<file path="config.mk">
export PLATFORM = sky130hd
export DESIGN_NAME = ble_tx_fifo_sequencer
export DESIGN_NICKNAME = d
export VERILOG_FILES = /design/src/rtl/ble_tx_fifo_sequencer.sv
export SDC_FILE = /design/constraint.sdc
export NUM_CORES = 1
export LEC_CHECK = 0
export BUFFER_PORTS_ARGS = -buffer_cell sky130_fd_sc_hd__buf_2
export CAP_MARGIN = 20
export CORE_ASPECT_RATIO = 1.5
export CORE_MARGIN = 2
export CORE_UTILIZATION = 35
export DETAILED_ROUTE_END_ITERATION = 8
export HOLD_SLACK_MARGIN = 0.02
export MAX_ROUTING_LAYER = met4
export PLACE_DENSITY = 0.66
export SLEW_MARGIN = 15
export SYNTH_ARGS = -nofsm -noshare
export SYNTH_HDL_FRONTEND = slang
export SYNTH_SLANG_ARGS = --single-unit
</file>
<file path="constraint.sdc">
create_clock -name W_CLK -period 1.9 [get_ports W_CLK]
set_input_delay 0.38 -clock W_CLK [delete_from_list [all_inputs] [get_ports W_CLK]]
set_output_delay 0.38 -clock W_CLK [all_outputs]
set_load 0.005 [all_outputs]
</file>
<file path="src/rtl/ble_tx_fifo_sequencer.sv">
// Write-side sequencer for the BLE PHY TX async FIFO: clears the FIFO, streams
// ceil(len/32) source words into it, waits for the PHY side to drain, then reports.
module ble_tx_fifo_sequencer #(
   parameter int DATA      = 32,
   parameter int DRAIN_TMO = 4096
) (
   input  logic            W_CLK,
   input  logic            RST,
   input  logic            start,
   input  logic            abort,
   input  logic [16:0]     data_size,
   input  logic            src_valid,
   input  logic [DATA-1:0] src_data,
   output logic            src_ready,
   input  logic            fifo_full,
   input  logic            fifo_empty,
   output logic            fifo_w_inc,
   output logic [DATA-1:0] fifo_w_data,
   output logic            tx_irq,
   output logic            busy,
   output logic            done,
   output logic            error,
   output logic [11:0]     words_left,
   output logic [2:0]      state_dbg
);

   localparam logic [2:0] S_IDLE  = 3'd0;
   localparam logic [2:0] S_CLEAR = 3'd1;
   localparam logic [2:0] S_LOAD  = 3'd2;
   localparam logic [2:0] S_DRAIN = 3'd3;
   localparam logic [2:0] S_DONE  = 3'd4;

   localparam int TW = (DRAIN_TMO > 1) ? $clog2(DRAIN_TMO) : 1;

   logic [2:0]    state, state_nxt;
   logic [11:0]   words_q;
   logic          tx_irq_q, error_q;
   logic          empty_m, empty_s;
   logic [TW-1:0] drain_cnt;
   logic          drain_seen, empty_run;
   logic [16:0]   ds_clamp;
   logic [11:0]   words_new;
   logic          abort_eff, accept, zero_job, transfer, drained, timeout;

   // 4096 words would wrap to 0 in 12 bits, so lengths are clamped to 4095 words.
   assign ds_clamp  = (data_size > 17'd131040) ? 17'd131040 : data_size;
   assign words_new = 12'((ds_clamp + 17'd31) >> 5);

   assign abort_eff = abort & (state != S_IDLE);
   assign accept    = (state == S_IDLE) & start & ~abort & (data_size != 17'd0);
   assign zero_job  = (state == S_IDLE) & start & ~abort & (data_size == 17'd0);

   // Source handshake: a word moves on any rising edge where src_valid and
   // src_ready are both high; src_valid must not depend on src_ready, and the
   // word is forwarded to the FIFO in that same cycle with no buffering.
   assign src_ready   = (state == S_LOAD) & ~fifo_full & (words_q != 12'd0);
   assign transfer    = src_valid & src_ready;
   assign fifo_w_inc  = transfer;
   assign fifo_w_data = src_data;

   // The first DRAIN sample is skipped: the synchroniser may still show a stale empty.
   assign drained = (state == S_DRAIN) & drain_seen & empty_s & empty_run;
   assign timeout = (DRAIN_TMO != 0) && (state == S_DRAIN) &&
                    (drain_cnt == TW'(DRAIN_TMO - 1)) && !drained;

   always_comb begin
      state_nxt = state;
      case (state)
         S_IDLE:  if (accept) state_nxt = S_CLEAR;
         S_CLEAR: state_nxt = S_LOAD;
         S_LOAD:  if (transfer && words_q == 12'd1) state_nxt = S_DRAIN;
         S_DRAIN: begin
            if (drained)      state_nxt = S_DONE;
            else if (timeout) state_nxt = S_IDLE;
         end
         S_DONE:  state_nxt = S_IDLE;
         default: state_nxt = S_IDLE;
      endcase
      if (abort_eff) state_nxt = S_IDLE;
   end

   always_ff @(posedge W_CLK) begin
      if (RST) begin
         state      <= S_IDLE;
         words_q    <= 12'd0;
         tx_irq_q   <= 1'b0;
         error_q    <= 1'b0;
         empty_m    <= 1'b1;
         empty_s    <= 1'b1;
         drain_cnt  <= '0;
         drain_seen <= 1'b0;
         empty_run  <= 1'b0;
      end else begin
         state    <= state_nxt;
         empty_m  <= fifo_empty;
         empty_s  <= empty_m;
         tx_irq_q <= (state_nxt == S_CLEAR) | abort_eff | (timeout & ~abort_eff);
         error_q  <= zero_job | (timeout & ~abort_eff);

         if (abort_eff)     words_q <= 12'd0;
         else if (accept)   words_q <= words_new;
         else if (transfer) words_q <= words_q - 12'd1;

         if (state != S_DRAIN) begin
            drain_cnt  <= '0;
            drain_seen <= 1'b0;
            empty_run  <= 1'b0;
         end else begin
            drain_cnt  <= drain_cnt + TW'(1);
            drain_seen <= 1'b1;
            empty_run  <= drain_seen & empty_s;
         end
      end
   end

   assign tx_irq     = tx_irq_q;
   assign error      = error_q;
   assign done       = (state == S_DONE);
   assign busy       = (state != S_IDLE);
   assign words_left = words_q;
   assign state_dbg  = state;

endmodule

</file>
; ---- After elaboration in Yosys (flattened, before gate mapping)
; Cells that the tools add are included.
[totals]
elab_cells = 62
output_inout_bits = 53
inputBits = 56
register_bits = 33
[classes]
muxes = 10
n_bitwise = 19
n_lt_le_gt_ge = 1
addsub = 3
eq_ne = 8
n_reduce_logical = 12
[ops]
columns = operator, count
row1 = $mux W12, 2
row2 = $add A17 B5 Y17 const B, 1
row3 = $gt A17 B17 Y1 const B, 1
row4 = $logic_not A17 Y1, 1
row5 = $mux W17, 1
row6 = $reduce_bool A17 Y1, 1
row7 = $mux W3, 5
row8 = $and A1 B1 Y1, 13
row9 = $add A12 B1 Y12 const B, 1
row10 = $eq A12 B1 Y1 const B, 1
row11 = $eq A12 B12 Y1 const B, 1
row12 = $pmux W3 S4, 1
row13 = $reduce_bool A12 Y1, 1
row14 = $sub A12 B1 Y12 const B, 1
row15 = $eq A3 B1 Y1 const B, 2
row16 = $eq A3 B2 Y1 const B, 2
row17 = $reduce_or A2 Y1, 2
row18 = $eq A3 B3 Y1 const B, 1
row19 = $logic_and A1 B1 Y1, 3
row20 = $logic_not A3 Y1, 1
row21 = $ne A3 B2 Y1 const B, 1
row22 = $not A1 Y1, 3
row23 = $or A1 B1 Y1, 3
row24 = $reduce_bool A3 Y1, 1
row25 = other kinds (3), 3

; ---- Logic depth before layout (Yosys ltp)
[depth]
depth_word = 13
depth_mapped = 7
mapped_depth_nobuf = 7

; ---- Worst setup path before layout
; Ideal clock, no wire load.
[synth_timing]
path_kind = input to register
start = in data_size[1]
end = reg state[0] (netlist: state_dbg[0])
path_buffers = 1
path_slack_ns = -0.105
t_required_ns = 1.779
setup_ns = 0.121
arrival_time_ns = 1.884
path_stages = 6
cell_sequence = or4_4 -> nor4_2 -> a31oi_4 -> buf_6 -> nor3_1 -> nor2_1
[synth_between]
elab_chain_cells = 5
[synth_lines]
columns = item, line
row1 = "start, declared", 11  ; input logic [16:0] data_size,
row2 = $reduce_bool A17 Y1, 50  ; assign accept = (state == S_IDLE) & start & ~abort & (data_size != 17'd0);
row3 = $and A1 B1 Y1, 50
row4 = $mux W3, 69  ; S_IDLE: if (accept) state_nxt = S_CLEAR;
row5 = $pmux W3 S4, 68  ; case (state)
row6 = $mux W3, 79  ; if (abort_eff) state_nxt = S_IDLE;
row7 = "end signal, assigned", 94  ; state <= state_nxt;
row8 = "end, declared", 35  ; logic [2:0] state, state_nxt;
; Every way passes these cells.
; A chain may end at the register's enable or synchronous reset.

; ---- Worst setup path after layout
[layout_timing]
start = reg state[0] (netlist: state_dbg[0])
end = out fifo_w_inc
[layout_between]
elab_chain_cells = 4
[layout_lines]
columns = item, line
row1 = $eq A3 B2 Y1, 56  ; assign src_ready = (state == S_LOAD) & ~fifo_full & (words_q != 12'd0);
row2 = $and A1 B1 Y1 (2 in series), 56
row3 = $and A1 B1 Y1, 57  ; assign transfer = src_valid & src_ready;
row4 = "end, declared", 17  ; output logic fifo_w_inc,
; Every way passes these cells.

==> flow_summary_export.csv <==
group,metric,value,unit
drt,drt-initial-drc-count,73,
drt,wl_met1,2.266,mm
logic_synthesis,synth_edf_count,0,
worst_hold_path,worst_hold_path_type,"input pin to flop",
flow_run,maxCapViolCount,0,
sta,slew_headroom,71.90,%
clock_network,clock_latency,290,ps
floorplan,rows,35,
setup_path,cp.required,1520,ps
logic_synthesis,syn_area,0.002203,mm2
finish,layout_common_cells,"46 x buf_4, 44 x buf_2, 28 x dfxtp_1",
logic_synthesis,async_reset_ff_share,0,%
placement,finalWeightedCongestion,0.9644,
sta,setup_viol,2,
drt,drc_errors,0,
clock_network,clk_path_buf_depth,2,
logic_synthesis,ys_ff_latch,33,
sta,min_period,1952,ps
setup_path,critPathMaxFanout,4,
placement,portBuffers,44,
finish,area_growth,28.22,%
floorplan,die_y,101.2,um
sta,rsz0062_at_grt,"true",
clock_network,path_clk_slew,70,ps
drt,first_pass_iters,4,
setup_path,cp.arrival,1570,ps
worst_hold_path,hold_depth,2,
logic_synthesis,ys_warn_count,0,
floorplan,ios,109,
sta,worst_pin_slew,418.3,ps
finish,post-route-util,46.08,%
floorplan,core_area,0.006131,mm2
floorplan,die_width,68.79,um
finish,final_common_cell,"buf_4",
global_route,grt_pass1_wl,9.135,mm
pwr,p_comb_share,24.1,%
sta,drv_slew,0,
clock_network,cts_max_level,2,
sta,hold_viol,0,
pwr,intPower,1.172,mW
setup_path,crit_path_start_kind,"flop",
logic_synthesis,synthMuxAreaShare,1.988,%
logic_synthesis,synth_nets,326,
pwr,ir_drop,0.0003141,V
outcome,failed_checks,"negative setup slack",
sta,whs,280.7,ps
setup_path,cp-end-kind,"output pin",
outcome,run_status,"complete, but fails checks",
pwr,power_switching_share,29.80,%
drt,viasPerCell,5.347,
drt,wire_per_inst,14.10,um
placement,hpwl,4.464,mm
sta,fmax,512.2,MHz
sta,finalCritPeriodShare,102.8,%
logic_synthesis,ys_seq_area_share,29.98,%
drt,highest_layer,"met4",
global_route,track_usage,17.49,%
floorplan,initial_core_util,35.94,%
global_route,grt_max_degree,14,
logic_synthesis,ys_types,53,
clock_network,cts_buffers,5,
logic_synthesis,synth_ff_type,"dfxtp_1",
logic_synthesis,yosys.area_share.simple,29.47,%
logic_synthesis,synth_fa_ha_area_share,1.704,%
pwr,p_leak,1.138,nW
pwr,power.switching,497.4,uW
finish,final_nets,387,
logic_synthesis,synthXorXnorAreaFrac,6.360,%
clock_network,cts_hold_buf,0,
global_route,grt_pass1_vias,2086,
finish,antenna-diode-count,0,
pwr,seqPwrFrac,44.4,%
sta,clock-skew-final,11.07,ps
logic_synthesis,synth_top_family_by_area,"simple AND/OR/NAND/NOR gates",
global_route,grt_overflow,0,
clock_network,cts_tree,"yes",
drt,vias,2155,
placement,pre_cts_slack,-204.3,ps
logic_synthesis,synth_compound_area_share,16.75,%
logic_synthesis,syn_avg_cell_area,8.252,um2
logic_synthesis,synth_cells,267,
drt,route.met3.wl,247,um
pwr,clkPwrFrac,31.5,%
finish,fillers,610,
drt,wirelength,5.683,mm
floorplan,die_area,0.006959,mm2
clock_network,root_buffer,"clkbuf_8",
setup_path,crit_type,"flop to output pin",
setup_path,reg2reg_depth,6,
drt,drtAntennaViolNets,0,
finish,drive_gt1_share,41.03,%
sta,worst_slack,-52.49,ps
drt,wl_met2,3.038,mm
clock_network,clock_sinks,33,
global_route,antenna_found_initial,0,
pwr,powerDensity,590.9,mW/mm2
## Yosys cell counts (2+ instances only)
cell      number  area [um2]
nor3b_1        3       22.52
buf_2          2       10.01
a31oi_1        2       12.51
nand4_1        6       37.54
a21oi_1       15       75.07
o31a_1         2       17.52
and4_1         2       17.52
nor4_1         6       37.54
inv_1          9       33.78
buf_4         32       240.2
clkbuf_1       2       7.510
nand2_1       17       63.81
o31ai_1        3       22.52
xor2_1         6       52.55
nor3_1        19       95.09
or2_2          3       18.77
nand3_1       10       50.05
nor2_1        21       78.83
nor4b_1        2       17.52
or3_1          3       18.77
or4_1          2       15.01
and2_1         3       18.77
nor4_2         3       37.54
dfxtp_1       33       660.6
nor2b_1        2       12.51
xnor2_1       10       87.58
a211oi_1       7       52.55
ha_1           3       37.54
mux2_2         3       33.78
o211ai_1       2       15.01
and3_1         3       18.77
o21ai_0       10       50.05
## worst paths after layout
| kind | from | endpoint | slack, ps |
|---|---|---|---|
| setup / recovery | state_dbg[0] | fifo_w_inc | -50 |
| hold / removal | fifo_empty | empty_m | 280 |
| setup reg to reg | state_dbg[2] | words_left[8] | -10 |
| hold reg to reg | empty_m | empty_s | 410 |
## per-stage QoR
step / TNS (ps) / instance area, um2 / power, mW / instances
after floorplan: -79.23 / 2220 / 0.9884 / 267
after CTS: -106.7 / 2740 / 1.654 / 402
after global routing: -533.2 / 2825 / 1.753 / 403
after global placement: -1792 / 2596 / 1.113 / 391
final: -65.18 / 2825 / 1.669 / 403
after detailed placement: -2211 / 2596 / 1.116 / 391
## area by class of cell
cell class                 count  area, um2  area share, %
timing repair buffer          91      585.6          20.73
clock inverter                 3      17.52         0.6200
tap                           74      92.59          3.277
sequential                    33      669.4          23.69
multi-input combinational    188       1358          48.05
clock buffer                   5      68.82          2.436
inverter                       9      33.78          1.196
## worst max-delay path, stage by stage, from the launching register on
cell,delay (ps)
dfxtp_2,330
or4b_4,530
a311oi_4,260
buf_2,170
## kinds of logic after synthesis
kind of cell	Yosys count
AND/OR/NAND/NOR	114
AO/OA/AOI/OAI	51
buffers and inverters	46
flip-flops	33
XOR/XNOR	16
multiplexers	4
adder cells (fa/ha/maj)	3
## registers in the layout, summed over array words and instances (netlist names)
name	flops
error	1
empty_run	1
tx_irq	1
drain_seen	1
drain_cnt	12
words_left	12
empty_m	1
empty_s	1
state_dbg	3
## per-layer routing
metal / vias up / global-route usage (%)
met5: - / -
met4: 0 / 5.882
met3: 16 / 3.000
met2: 52 / 32.10
met1: 1017 / 18.16
li1: 1070 / -
## what timing repair did
action                     in CTS  in global routing
setup endpoints to repair      10                 14
resized for setup               8                 15
buffers inserted                3                  1
pin swaps                       2                  3
## power by group through the flow
stage | Combinational, mW | Clock, mW | Sequential, mW
final | 0.403 | 0.525 | 0.741
after global routing | 0.440 | 0.569 | 0.744
after CTS | 0.379 | 0.537 | 0.738
after detailed placement | 0.364 | 0 | 0.752
after global placement | 0.361 | 0 | 0.752
after floorplan | 0.231 | 0 | 0.757
(Power assumes the default switching activity.)
